--- src/rtl/iobus_uart_tx.sv ---
// IOBUS-mapped 8N1 UART transmitter: TXDATA/STATUS register window, byte FIFO,
// baud divider and serializer FSM with a registered TX output.
module iobus_uart_tx #(
  parameter int unsigned CLK_RATE   = 50,
  parameter int unsigned BAUD       = 115200,
  parameter logic [31:0] BASE_ADDR  = 32'h1100_0100,
  parameter int unsigned FIFO_DEPTH = 8
) (
  input  logic        CLK,
  input  logic        RESET_N,
  input  logic [31:0] IOBUS_ADDR,
  input  logic [31:0] IOBUS_OUT,
  input  logic        IOBUS_WR,
  output logic [31:0] RD_DATA,
  output logic        RD_SEL,
  output logic        TX
);

  localparam int unsigned DIV =
    32'((64'(CLK_RATE) * 64'd1_000_000 + 64'(BAUD / 2)) / 64'(BAUD));
  localparam int unsigned CW = (DIV > 1) ? $clog2(DIV) : 1;
  localparam logic [CW-1:0] CNT_LAST = CW'(DIV - 1);

  localparam int unsigned PW = $clog2(FIFO_DEPTH);
  localparam int unsigned LW = PW + 1;
  localparam logic [LW-1:0] LVL_FULL = LW'(FIFO_DEPTH);

  localparam logic [31:0] DATA_ADDR = BASE_ADDR;
  localparam logic [31:0] STAT_ADDR = BASE_ADDR + 32'd4;

  localparam logic [1:0] ST_IDLE  = 2'd0;
  localparam logic [1:0] ST_START = 2'd1;
  localparam logic [1:0] ST_DATA  = 2'd2;
  localparam logic [1:0] ST_STOP  = 2'd3;

  logic [1:0]    state;
  logic [CW-1:0] cnt;
  logic [2:0]    bit_idx;
  logic [7:0]    shreg;
  logic          tx_q;

  logic [7:0]    mem [FIFO_DEPTH];
  logic [PW-1:0] wr_ptr;
  logic [PW-1:0] rd_ptr;
  logic [LW-1:0] level;
  logic          ovf;

  logic hit_data, hit_stat;
  logic full, empty, busy;
  logic wr_data, wr_stat;
  logic push, pop, bit_end;

  // Byte offset bits [1:0] do not participate in decode.
  assign hit_data = (IOBUS_ADDR[31:2] == DATA_ADDR[31:2]);
  assign hit_stat = (IOBUS_ADDR[31:2] == STAT_ADDR[31:2]);
  assign RD_SEL   = hit_data | hit_stat;

  assign full  = (level == LVL_FULL);
  assign empty = (level == '0);
  assign busy  = (state != ST_IDLE);

  assign wr_data = IOBUS_WR & hit_data;
  assign wr_stat = IOBUS_WR & hit_stat;
  assign push    = wr_data & ~full;
  assign bit_end = (cnt == CNT_LAST);

  // A frame is loaded either from idle or straight out of the last stop-bit cycle.
  assign pop = ~empty & ((state == ST_IDLE) | ((state == ST_STOP) & bit_end));

  always_comb begin
    RD_DATA = '0;
    if (hit_stat) begin
      RD_DATA = {20'h0_0000, 4'(level), 4'h0, ovf, busy, empty, full};
    end
  end

  always_ff @(posedge CLK) begin
    if (push) begin
      mem[wr_ptr] <= IOBUS_OUT[7:0];
    end
  end

  always_ff @(posedge CLK or negedge RESET_N) begin
    if (!RESET_N) begin
      wr_ptr <= '0;
      rd_ptr <= '0;
      level  <= '0;
    end else begin
      if (push) begin
        wr_ptr <= wr_ptr + 1'b1;
      end
      if (pop) begin
        rd_ptr <= rd_ptr + 1'b1;
      end
      if (push && !pop) begin
        level <= level + 1'b1;
      end else if (pop && !push) begin
        level <= level - 1'b1;
      end
    end
  end

  // Overflow is judged on the pre-edge level, so a same-cycle pop does not rescue the write.
  always_ff @(posedge CLK or negedge RESET_N) begin
    if (!RESET_N) begin
      ovf <= 1'b0;
    end else if (wr_data && full) begin
      ovf <= 1'b1;
    end else if (wr_stat && IOBUS_OUT[3]) begin
      ovf <= 1'b0;
    end
  end

  always_ff @(posedge CLK or negedge RESET_N) begin
    if (!RESET_N) begin
      cnt <= '0;
    end else if (state == ST_IDLE || bit_end) begin
      cnt <= '0;
    end else begin
      cnt <= cnt + 1'b1;
    end
  end

  always_ff @(posedge CLK or negedge RESET_N) begin
    if (!RESET_N) begin
      state   <= ST_IDLE;
      bit_idx <= '0;
      shreg   <= '0;
      tx_q    <= 1'b1;
    end else begin
      case (state)
        ST_IDLE: begin
          if (!empty) begin
            state <= ST_START;
            shreg <= mem[rd_ptr];
            tx_q  <= 1'b0;
          end
        end
        ST_START: begin
          if (bit_end) begin
            state   <= ST_DATA;
            bit_idx <= '0;
            tx_q    <= shreg[0];
          end
        end
        ST_DATA: begin
          if (bit_end) begin
            if (bit_idx == 3'd7) begin
              state <= ST_STOP;
              tx_q  <= 1'b1;
            end else begin
              bit_idx <= bit_idx + 1'b1;
              shreg   <= {1'b0, shreg[7:1]};
              tx_q    <= shreg[1];
            end
          end
        end
        ST_STOP: begin
          if (bit_end) begin
            if (!empty) begin
              state <= ST_START;
              shreg <= mem[rd_ptr];
              tx_q  <= 1'b0;
            end else begin
              state <= ST_IDLE;
              tx_q  <= 1'b1;
            end
          end
        end
        default: begin
          state <= ST_IDLE;
          tx_q  <= 1'b1;
        end
      endcase
    end
  end

  assign TX = tx_q;

endmodule

--- config.mk ---
export PLATFORM = sky130hd
export DESIGN_NAME = iobus_uart_tx
export DESIGN_NICKNAME = d
export VERILOG_FILES = /design/src/rtl/iobus_uart_tx.sv
export SDC_FILE = /design/constraint.sdc
export NUM_CORES = 1
export LEC_CHECK = 0
export BUFFER_PORTS_ARGS = -buffer_cell sky130_fd_sc_hd__buf_2
export CORE_AREA = 2 2 88 99
export DETAILED_ROUTE_END_ITERATION = 7
export DIE_AREA = 0 0 90 101
export GPL_TIMING_DRIVEN = 1
export PLACE_DENSITY = 0.85
export SLEW_MARGIN = 20
export SYNTH_ARGS = -nofsm -noshare
export SYNTH_HDL_FRONTEND = slang
export SYNTH_SLANG_ARGS = --single-unit
--- constraint.sdc ---
create_clock -name CLK -period 4.1 [get_ports CLK]
set_clock_uncertainty 0.05 [all_clocks]
set_input_delay 1.23 -clock CLK [delete_from_list [all_inputs] [get_ports CLK]]
set_output_delay 1.23 -clock CLK [all_outputs]
set_load 0.1 [all_outputs]
Word-level counts from Yosys, hierarchy flattened
Memories as Yosys holds them, arrays and structs flattened.
Cells that the tools add are included.
{"block": "totals", "regBits": 34, "mem_bits_rw": 64, "input_bits": 67, "output_inout_bits": 34, "n_memories": 1}
{"block": "op_classes", "n_addsub": 6, "eq_ne": 14, "muxes": 31, "bitwise": 9, "reduce_logical": 18}
{"name": "mem", "depth": 8, "word_bits": 8, "read_ports": 1, "rd_clocked_by_memory_dff": 0, "wr": 1, "line_no": "42", "source": "logic [7:0] mem [FIFO_DEPTH];"}
{"operator": "== test 30 x 27 -> 1 bit, second input constant", "n": 2}
{"operator": "two-way mux 8 bit", "n": 4}
{"operator": "case mux 8 bit (3 select lines)", "n": 1}
{"operator": "two-way mux 12 bit", "n": 1}
{"operator": "!= test 2 bit, second input constant", "n": 6}
{"operator": "AND reduction 4 bit", "n": 3}
{"operator": "two-way mux 1 bit", "n": 11}
{"operator": "two-way mux 2 bit", "n": 5}
{"operator": "adder 3 x 1 -> 3 bit, second input constant", "n": 3}
{"operator": "adder 9 x 1 -> 9 bit, second input constant", "n": 1}
{"operator": "== test 9 bit, second input constant", "n": 1}
{"operator": "two-way mux 3 bit", "n": 3}
{"operator": "two-way mux 9 bit", "n": 1}
{"operator": "two-way mux 4 bit", "n": 2}
{"operator": "case mux 2 bit (4 select lines)", "n": 1}
{"operator": "nonzero test 2 bit", "n": 4}
{"operator": "case mux 3 bit (2 select lines)", "n": 1}
{"operator": "bitwise AND 1 bit", "n": 5}
{"operator": "AND reduction 5 bit", "n": 1}
{"operator": "adder 4 x 1 -> 4 bit, second input constant", "n": 1}
{"operator": "== test 2 bit, second input constant", "n": 2}
{"operator": "== test 4 bit, second input constant", "n": 1}
{"operator": "logical AND 1 bit", "n": 4}
{"operator": "logical NOT 4 bit", "n": 1}
{"operator": "10 further kinds", "n": 13}

Depth between registers and ports, before layout
{"block": "depth", "depth_word": 7, "mapped_depth": 14, "mapped_depth_nobuf": 14}

Worst setup path after synthesis
No wires, ideal clock.
{"block": "synth_timing", "path_type": "input to output", "startpoint": "input port IOBUS_ADDR[4]", "endpoint": "output port RD_DATA[2]", "arrival_time_ps": 4659, "slack_ps": -1839, "path_stages": 5, "n_path_buf": 0, "cell_sequence": "nor4b_1 > nand4_1 > nor2_1 > nand2_1 > nor2_1"}
{"block": "synth_between", "elab_chain_cells": 2}
{"item": "start: declaration", "line_no": "11", "source": "input logic [31:0] IOBUS_ADDR,"}
{"item": "== test 30 x 27 -> 1 bit", "line_no": "55", "source": "assign hit_stat = (IOBUS_ADDR[31:2] == STAT_ADDR[31:2]);"}
{"item": "two-way mux 12 bit", "line_no": "72", "source": "if (hit_stat) begin"}
{"item": "end: declaration", "line_no": "14", "source": "output logic [31:0] RD_DATA,"}
Every way passes these cells.

Worst setup path in the final report
{"block": "layout_timing", "startpoint": "input port IOBUS_ADDR[16]", "endpoint": "output port RD_DATA[11]"}
The elaborated chain is that of the path after synthesis.

==> impl_results.md <==
- GRT Util Overall: 19.4%
- Cells after Synth: 325
- Total Die Area: 9090 sq um
- Max-slew violations: 0
- Via count: 2717
- Total iterations of the first detailed-routing run: 4
- Top Ports: 101
- H-tree depth: 3
- Post-synth EDFFs: 64
- Crit-path max FO: 10
- Clock sinks: 98
- Top_reg_cell synth: edfxtp_1
- Layout cells sized above 1: 33.0%
- Most common library cells after synthesis: edfxtp_1 (64), dfrtp_1 (33), nor2_1 (29)
- Row count: 35
- Drt drc: 0
- Final Hold Violating Endpoints: 0
- Slew @ Worst Pin: 0.848 ns
- Largest net degree at the start of global routing: 35
- CP max stage delay: 0.29 ns
- Synth-to-Final Area Change: 16.1%
- Placed insts: 489
- Syn_area_per_cell: 14.3 sq um
- Power per cell area: 332 nW/um^2
- Crit. End Element: output pin
- Vias per cell: 5.38
- Clk_lat worst skew: 0.36 ns
- Max Clk Rate: 262 MHz
- Master of the slowest instance on the critical path: nor2_4
- Crit path DAT: 2.54 ns
- Fill count: 593
- Placed Area: 5200 sq um
- Leak Pwr: 2.11 nW
- Reg2reg setup slack: 1.34 ns
- Initial antenna violation count: 0
- Top-count cell post-synth: edfxtp_1
- Ranking of synthesized cells by area: edfxtp_1 (41%), dfrtp_1 (18%), mux4_2 (7.8%), buf_4 (3.9%), ha_1 (3.8%)
- Diodes inserted: 0
- Outcome: finished clean
- CTS Buf Count: 9
- Total wire length: 8.11 mm
- Die Width: 90 microns
- Sequential share of the synthesized area: 59.7%
- TritonCTS clock tree: built
- Synth area leader: edfxtp_1
- First-pass GRT wire length: 13.6 mm
- Longest Clk Path Bufs: 2
- Core outline area: 8150 sq um
- Synth top area share: 41.4%
- Post-CTS Hold Buffers: 0
- Crit path kind: input port to output pin
- Max Cap Viol: 0
- Drt wl/cell: 16.1 microns
- Async SR Flop Fraction: 34.7%
- Min cycle time layout: 3.82 ns
- Yosys warns: 0
- CP Buf/Inv Count: 2
- Dpl hpwl: 5.78 mm
- GP Congestion: 0.806
- Worst VDD drop: 0.256 mV
- Post-Syn Area: 4640 sq um
- Slew headroom: 43.5%
- Initial Util: 57.0%
- Fin crit share: 93.1%
- Pwr Total: 1.79 mW
- Nets@finish: 471
- Root buf cell: clkbuf_8
- Netlist cell types: 46
- Setup Fix Bufs, Post-CTS: 0
- Vias in the first global route: 2736
- FF/Latch Area: 2780 sq um
- Crit-path cells: buf_2, nor4_2, nand4_1, nor2_4, and3_2, buf_12
- Height of the chip: 101 microns
- Starting DRT DRC Count: 136
- RSZ-0062 raised after global routing: no
- Type of origin of the critical path: input port
- Worst hold-check path type: flip-flop to flip-flop
- Total global routing overflow: 0
- Final instance area: 5390 sq um
- Crit-path leading delay family: simple AND/OR/NAND/NOR gates
- Multi-input logic area: 1760 sq um
- Port Buf Inserts: 50
- Setup violations, final: 0
- #FFs+latches synth: 98
- CP required: 2.82 ns
- Antenna-violating nets left: 0
- Worst-path clk slew: 0.10 ns
- Non-Filler Instances: 505
- Cts repair resizes: 0
worst reg2reg max path, delay by kind of cell (launching register included):
| family | cells | cell delay (ns) |
|---|---|---|
| AND/OR/NAND/NOR | 3 | 0.75 |
| AO/OA/AOI/OAI | 3 | 0.48 |
| adder cells (fa/ha/maj) | 2 | 0.45 |
| flip-flops | 1 | 0.44 |
| XOR/XNOR | 2 | 0.28 |
| buffers and inverters | 2 | 0.20 |
through the flow:
| stage | worst slack [ns] | TNS (ns) | utilization [%] | hold slack [ns] |
|---|---|---|---|---|
| 2_1_floorplan | -0.195 | -1.43 | - | 0.407 |
| 3_5_place_dp | 0.263 | 0 | 63.8 | 0.422 |
| 4_1_cts | 0.263 | 0 | 66.2 | 0.437 |
| 6_report | 0.283 | 0 | 66.2 | 0.432 |
| 3_3_place_gp | 0.301 | 0 | 63.8 | 0.413 |
| 5_1_grt | 0.214 | 0 | 66.2 | 0.462 |
state kept, by name, indices dropped and copies added (netlist names):
register and flops:
level 4, TX 1, wr_ptr 3, cnt 9, bit_idx 3, ovf 1
mem 64, rd_ptr 3, state 2, shreg 8
worst paths after layout:
| kind | start | to | cells past startpoint |
|---|---|---|---|
| min in group asynchronous | RESET_N | cnt[2] | 1 |
| max in group asynchronous | RESET_N | rd_ptr[0] | 1 |
| worst min register to register | TX | TX | 2 |
| worst min-delay path | TX | TX | 2 |
| worst max register to register | cnt[6] | level[3] | 12 |
| worst max-delay path | IOBUS_ADDR[16] | RD_DATA[11] | 6 |
logic make-up after synthesis:
group,count (synthesis),share of synthesized area [%]
buffers and inverters,42,5.42
AOI/OAI and AO/OA,34,5.52
other,1,0.0808
xor gates and xnor gates,15,2.83
DFF,98,59.7
adders and majority gates,15,4.20
and+or+nand+nor,85,9.97
muxes,35,12.2
layout make-up:
type,instances,area share [%]
clock buffers,9,2.30
clock inverters,7,1.28
inverters,8,0.557
multi-input cells,208,32.7
flip-flops and latches,98,51.5
well taps,111,2.58
repair buffers,64,9.10
routing by layer:
metal	track usage (%)	up-vias	wire, microns
met5	0	-	0
met4	5.92	0	33
met3	3.96	4	256
met2	35.2	62	4460
met1	23.6	1365	3370
li1	-	1286	-
power by group:
group | switching (mW) | leakage (nW) | internal [mW]
Combinational | 0.118 | 1.01 | 0.0165
Clock | 0.363 | 0.100 | 0.240
Sequential | 0.00000000660 | 0.992 | 1.05
placed cells by master, fill, tap and decap left out, types with 8 or more instances in the layout:
master,n
xnor2_1,10
buf_4,14
nand2_1,19
mux4_2,16
clkbuf_8,9
mux2_2,10
nor2_1,27
conb_1,24
mux2i_1,8
ha_1,14
edfxtp_1,64
buf_2,41
buf_12,9
dfrtp_1,32
o21ai_0,11
inv_1,8
No activity file was read; power rests on OpenSTA's default activity.
